--- config.mk ---
export PLATFORM = sky130hd
export DESIGN_NAME = sm3_pad_core
export DESIGN_NICKNAME = d
export VERILOG_FILES = /design/src/rtl/sm3_pad_core.sv
export SDC_FILE = /design/constraint.sdc
export NUM_CORES = 1
export LEC_CHECK = 0
export CELL_PAD_IN_SITES_DETAIL_PLACEMENT = 0
export CELL_PAD_IN_SITES_GLOBAL_PLACEMENT = 1
export CORE_MARGIN = 10
export CORE_UTILIZATION = 25
export CTS_BUF_LIST = sky130_fd_sc_hd__clkbuf_16
export CTS_CLUSTER_DIAMETER = 100
export DETAILED_ROUTE_END_ITERATION = 6
export DONT_BUFFER_PORTS = 1
export PLACE_DENSITY_LB_ADDON = 0.1
export RECOVER_POWER = 50
export SKIP_CTS_REPAIR_TIMING = 1
export SLEW_MARGIN = 20
export SYNTH_ARGS = -nofsm -noshare
export SYNTH_HDL_FRONTEND = slang
export SYNTH_SLANG_ARGS = --single-unit
--- constraint.sdc ---
create_clock -name clk -period 3.76 [get_ports clk]
set_input_delay 0.752 -clock clk [delete_from_list [all_inputs] [get_ports clk]]
set_output_delay 0.752 -clock clk [all_outputs]
set_load 0.05 [all_outputs]
--- src/rtl/sm3_pad_core.sv ---
// SM3 message padder: passes message words through, then appends 0x80, zero fill and the 64-bit bit length.
// Optional feature macro SM3_PAD_LEN_OVF_EN adds the sticky length-overflow flag pad_len_ovf_o.
module sm3_pad_core #(
    parameter int unsigned LEN_W = 64
) (
    input  logic        clk,
    input  logic        rst_n,
    input  logic [31:0] msg_inpt_d_i,
    input  logic        msg_inpt_vld_i,
    input  logic        msg_inpt_lst_i,
    input  logic [2:0]  msg_inpt_nb_i,
    output logic        msg_inpt_rdy_o,
    output logic [31:0] pad_otpt_d_o,
    output logic        pad_otpt_vld_o,
    output logic        pad_otpt_lst_o,
    input  logic        pad_otpt_rdy_i
`ifdef SM3_PAD_LEN_OVF_EN
    ,
    output logic        pad_len_ovf_o
`endif
);

    localparam int unsigned WCNT_W = 4;

    typedef enum logic [2:0] {
        ST_IDLE,
        ST_MSG,
        ST_PAD1,
        ST_PADZ,
        ST_LENH,
        ST_LENL
    } state_e;

    state_e              state_q, state_d;
    logic [WCNT_W-1:0]   wcnt_q, wcnt_d;
    logic [LEN_W-1:0]    len_q, len_d;

    logic                pass_c;
    logic                in_xfer_c;
    logic                out_xfer_c;
    logic                nb_four_c;
    logic [4:0]          sh_c;
    logic [31:0]         pad_word_c;
    logic [5:0]          add_bits_c;
    logic [63:0]         len64_c;
    logic [WCNT_W-1:0]   wcnt_inc_c;

    assign pass_c     = (state_q == ST_IDLE) || (state_q == ST_MSG);
    assign in_xfer_c  = pass_c && msg_inpt_vld_i && pad_otpt_rdy_i;
    assign out_xfer_c = pad_otpt_vld_o && pad_otpt_rdy_i;
    assign nb_four_c  = (msg_inpt_nb_i >= 3'd4);
    assign sh_c       = {msg_inpt_nb_i[1:0], 3'b000};
    // Keep the nb leading bytes, place 0x80 right after them, zero the rest.
    assign pad_word_c = (msg_inpt_d_i & ~(32'hFFFF_FFFF >> sh_c)) | (32'h8000_0000 >> sh_c);
    assign add_bits_c = (!msg_inpt_lst_i || nb_four_c) ? 6'd32 : {1'b0, msg_inpt_nb_i[1:0], 3'b000};
    assign len64_c    = 64'(len_q);
    assign wcnt_inc_c = wcnt_q + WCNT_W'(1);

    // Output datapath: pass-through in IDLE/MSG, register-driven in the pad states.
    always_comb begin
        msg_inpt_rdy_o = 1'b0;
        pad_otpt_vld_o = 1'b0;
        pad_otpt_lst_o = 1'b0;
        pad_otpt_d_o   = msg_inpt_d_i;
        case (state_q)
            ST_IDLE, ST_MSG: begin
                msg_inpt_rdy_o = pad_otpt_rdy_i;
                pad_otpt_vld_o = msg_inpt_vld_i;
                pad_otpt_d_o   = (msg_inpt_lst_i && !nb_four_c) ? pad_word_c : msg_inpt_d_i;
            end
            ST_PAD1: begin
                pad_otpt_vld_o = 1'b1;
                pad_otpt_d_o   = 32'h8000_0000;
            end
            ST_PADZ: begin
                pad_otpt_vld_o = 1'b1;
                pad_otpt_d_o   = 32'h0000_0000;
            end
            ST_LENH: begin
                pad_otpt_vld_o = 1'b1;
                pad_otpt_d_o   = len64_c[63:32];
            end
            ST_LENL: begin
                pad_otpt_vld_o = 1'b1;
                pad_otpt_lst_o = 1'b1;
                pad_otpt_d_o   = len64_c[31:0];
            end
            default: ;
        endcase
    end

`ifdef SM3_PAD_LEN_OVF_EN
    logic             ovf_q, ovf_d;
    logic [LEN_W:0]   sum_c;
    assign sum_c         = {1'b0, len_q} + (LEN_W+1)'(add_bits_c);
    assign pad_len_ovf_o = ovf_q;
`else
    logic [LEN_W-1:0] sum_c;
    assign sum_c = len_q + LEN_W'(add_bits_c);
`endif

    // Next-state, word index and length accumulation.
    always_comb begin
        state_d = state_q;
        wcnt_d  = out_xfer_c ? wcnt_inc_c : wcnt_q;
        len_d   = len_q;
        case (state_q)
            ST_IDLE, ST_MSG: begin
                if (in_xfer_c) begin
                    len_d = sum_c[LEN_W-1:0];
                    if (!msg_inpt_lst_i)          state_d = ST_MSG;
                    else if (nb_four_c)           state_d = ST_PAD1;
                    else if (wcnt_inc_c == 4'd14) state_d = ST_LENH;
                    else                          state_d = ST_PADZ;
                end
            end
            ST_PAD1: begin
                if (out_xfer_c) state_d = (wcnt_inc_c == 4'd14) ? ST_LENH : ST_PADZ;
            end
            ST_PADZ: begin
                if (out_xfer_c && wcnt_inc_c == 4'd14) state_d = ST_LENH;
            end
            ST_LENH: begin
                if (out_xfer_c) state_d = ST_LENL;
            end
            ST_LENL: begin
                if (out_xfer_c) begin
                    state_d = ST_IDLE;
                    len_d   = '0;
                end
            end
            default: state_d = ST_IDLE;
        endcase
    end

`ifdef SM3_PAD_LEN_OVF_EN
    // Sticky wrap flag; the first word of a new message clears it before a fresh wrap can set it.
    always_comb begin
        ovf_d = ovf_q;
        if (in_xfer_c) ovf_d = ((state_q == ST_IDLE) ? 1'b0 : ovf_q) | sum_c[LEN_W];
    end

    always_ff @(posedge clk or negedge rst_n) begin
        if (!rst_n) ovf_q <= 1'b0;
        else        ovf_q <= ovf_d;
    end
`endif

    always_ff @(posedge clk or negedge rst_n) begin
        if (!rst_n) begin
            state_q <= ST_IDLE;
            wcnt_q  <= '0;
            len_q   <= '0;
        end else begin
            state_q <= state_d;
            wcnt_q  <= wcnt_d;
            len_q   <= len_d;
        end
    end

endmodule

==> results.json <==
{
  "antenna_violating_nets_post_route": 0,
  "area_growth_from_synthesis_to_layout_pct": 12.7,
  "async_reset_ff_share_pct": 100,
  "finalHoldViolCount": 0,
  "power.sequential.fraction_pct": 35.6,
  "start_util_pct": 25.3,
  "core_sq_um": 17200,
  "design_power_total_mw": 2.62,
  "die_y_um": 152,
  "share_of_synthesized_area_occupied_by_flip_flops_and_latches_pct": 39.1,
  "cts_num_sinks": 68,
  "power.static_leakage_nw": 2.04,
  "met2_wirelength_um": 7560,
  "post_synth_instance_area_sq_um": 4350,
  "syn-mean-instance-area_sq_um": 8.43,
  "grt_max_degree": 69,
  "number_of_synthesized_flops_with_an_enable_pin": 0,
  "dr_wl_met3_um": 779,
  "num_antenna_cells": 0,
  "cellPowerDensity_nw_per_um2": 535,
  "netSwitchingFraction_pct": 44.0,
  "critical_path_cell_count": 6,
  "synth-warning-count": 0,
  "timing.clock.skew_ns": 0.0116,
  "tritoncts.num_buffers": 9,
  "synth.lib_cells_used.distinct": 49,
  "crit_family": "simple AND/OR/NAND/NOR gates",
  "postSynth.topFlopCell": "sky130_fd_sc_hd__dfrtp_1",
  "clkLatencyLatePin_ns": 0.34,
  "comb_power_share_pct": 34.9,
  "synth_seq_cells": 68,
  "critical_path_buf_inv_count": 2,
  "clock_power_share_pct": 29.5,
  "setup_tns_ns": 0,
  "crit_path_start_kind": "flop",
  "irDropWorstVdd_mv": 0.201,
  "gr-usage-all-layers_pct": 13.4,
  "final_layout_net_count": 563,
  "clockBufferDepth": 2,
  "worst_ep_required_time_ns": 3.01,
  "io_pins": 75,
  "route.detailed.wl_per_inst_um": 21.0,
  "post-synth-top-area-fraction_pct": 39.1,
  "post-route-period-util_pct": 90.6,
  "critical_path_cell_with_the_highest_stage_delay": "sky130_fd_sc_hd__dfrtp_1",
  "drtIter0Drc": 390,
  "min-delay-path-class": "in2async",
  "worstSetupEndpointType": "output port",
  "buffer_ports.inserted": 0,
  "post_synth_inst_count": 516,
  "area_enclosed_by_the_die_boundary_sq_um": 23100,
  "die_x_um": 152,
  "cts-root-buf": "sky130_fd_sc_hd__clkbuf_16",
  "r2r.worst_path.cells": 6,
  "firstDrtPassIters": 5,
  "routed-via-count": 4067,
  "power_report.internal_total_mw": 1.47,
  "max_stage_delay_ns": 0.62,
  "grt_setup_unrepaired": "false",
  "place.gp.congestion": 0.746,
  "crit_chain": "nor2b_1 > nand2_1 > inv_1 > buf_4 > a22oi_1 > nand3_1",
  "worst-slew-pin-transition_ns": 1.00,
  "grt_pass1_wl_um": 24800,
  "globalRoute.totalOverflow": 0,
  "report.final.setup_viol": 0,
  "post-dp-hpwl_um": 11600,
  "hold_slack_ns": 0.106,
  "drcViolationCount": 0,
  "floorplan.rows": 48,
  "run_status": "finished clean",
  "post_route_cells_drive_above_1_share_pct": 7.87,
  "cp_max_fo": 16,
  "timing.max_cap.violations": 0,
  "average_via_count_per_standard_cell": 5.45,
  "final_max_slew_viol_count": 0,
  "drt-total-wl_um": 15700,
  "synth_largest_area_cell": "sky130_fd_sc_hd__dfrtp_1",
  "clk_transition_reported_paths_ns": 0.06,
  "topRoutingLayerUsed": "met4",
  "cp.arrival_ns": 2.65,
  "worst_slew_margin_rel_pct": 32.7,
  "synth_fp_nets": 563,
  "netlist_top_cells_area": "sky130_fd_sc_hd__dfrtp_1 (39%), sky130_fd_sc_hd__a222oi_1 (5.8%), sky130_fd_sc_hd__a21oi_1 (5.2%), sky130_fd_sc_hd__nand2_1 (4.1%), sky130_fd_sc_hd__inv_1 (3.7%)",
  "timing.fmax_ghz": 0.294,
  "h-tree-depth": 3,
  "worstSetupPathType": "reg2out",
  "antenna_found_initial": 0,
  "grt_pass1_vias": 4081,
  "m1WireLength_um": 7120,
  "power.switching_mw": 1.15,
  "tritoncts": "yes",
  "post-route-min-period_ns": 3.41
}
-- registers in the layout, summed over array words and instances, names as in the netlist --
| signal | flops |
|---|---|
| wcnt_q | 4 |
| state_q | 3 |
| len64_c | 61 |
-- cell type report --
type                    instances  area (sq um)
well taps                     225           282
clock inverters                 7          36.3
clock buffers                   9           225
repair buffers                 16           116
inverters                      43           161
fillers                      1907         12300
multi-input cells             378          2380
flip-flops and latches         68          1700
-- logic make-up (layout without fill, tap and decap cells) --
| family | Yosys count | count (layout) | synth area share [%] |
|---|---|---|---|
| muxes | 4 | 4 | 0.921 |
| AOI/OAI and AO/OA | 138 | 138 | 21.4 |
| buffers and inverters | 70 | 75 | 6.13 |
| and+or+nand+nor | 207 | 207 | 25.8 |
| adders and majority gates | 7 | 7 | 2.19 |
| DFF | 68 | 68 | 39.1 |
| xor gates and xnor gates | 22 | 22 | 4.43 |
-- through the flow --
stage / cells / worst slack, ns / area [sq um] / util [%]
2_1_floorplan: 516 / 0.878 / 4350 / -
6_report: 746 / 0.354 / 4900 / 28.5
5_1_grt: 746 / 0.168 / 4900 / 28.5
3_5_place_dp: 730 / 0.348 / 4650 / 27.1
3_3_place_gp: 730 / 0.444 / 4650 / 27.1
4_1_cts: 746 / 0.309 / 4910 / 28.6
-- final timing paths --
| check | slack (ns) | endpoint | from |
|---|---|---|---|
| hold / removal | 0.11 | state_q[1]$_DFFE_PN0P_ | rst_n |
| min in group clk | 0.50 | wcnt_q[2]$_DFFE_PN0P_ | wcnt_q[2]$_DFFE_PN0P_ |
| max in group asynchronous | 3.51 | len64_c[35]$_DFFE_PN0P_ | rst_n |
| setup reg to reg | 0.94 | len64_c[40]$_DFFE_PN0P_ | state_q[2]$_DFFE_PN0P_ |
| setup / recovery | 0.35 | pad_otpt_d_o[7] | state_q[2]$_DFFE_PN0P_ |
| hold reg to reg | 0.50 | wcnt_q[2]$_DFFE_PN0P_ | wcnt_q[2]$_DFFE_PN0P_ |
-- cells in the mapped netlist (all sizes together), types with 3 or more instances --
| cell type | count |
|---|---|
| nor4 | 8 |
| nor2 | 36 |
| and3 | 7 |
| or4 | 12 |
| mux2i | 4 |
| or2 | 6 |
| a22o | 5 |
| o21ai | 33 |
| nor3 | 5 |
| xnor2 | 13 |
| xor2 | 9 |
| buf | 4 |
| nor2b | 3 |
| inv | 43 |
| dfrtp | 68 |
| a21oi | 45 |
| ha | 6 |
| nand3 | 26 |
| o31ai | 13 |
| and2 | 5 |
| o41ai | 3 |
| nand2 | 48 |
| clkbuf | 23 |
| nand4 | 21 |
| a222oi | 25 |
| or3 | 21 |
-- metal layers --
| layer | vias to the layer above | global-route usage [%] |
|---|---|---|
| met4 | 0 | 4.31 |
| met3 | 14 | 2.94 |
| met5 | - | 0 |
| li1 | 1928 | - |
| met2 | 79 | 21.8 |
| met1 | 2046 | 17.1 |
-- power groups by stage --
stage	Sequential [mW]	Clock, mW	Combinational (mW)
4_1_cts	0.933	0.796	0.926
6_report	0.932	0.773	0.916
3_5_place_dp	0.945	0	0.925
2_1_floorplan	0.871	0	0.815
3_3_place_gp	0.945	0	0.921
5_1_grt	0.950	0.823	1.00
-- cell usage in the layout, fill, tap and decap left out, drive strengths merged, types with 3 or more instances in the layout --
master	n
nand3	26
and3	7
and2	5
xnor2	13
buf	15
or3	21
nor3	5
nor2	36
a22o	5
a21oi	45
or2	6
nand2	48
inv	45
dfrtp	68
clkinv	4
nor4	8
xor2	9
o21ai	33
o31ai	13
nand4	21
a222oi	25
nor2b	3
o41ai	3
or4	12
mux2i	4
clkbuf	10
ha	6
Power figures use the tool's default switching activity.
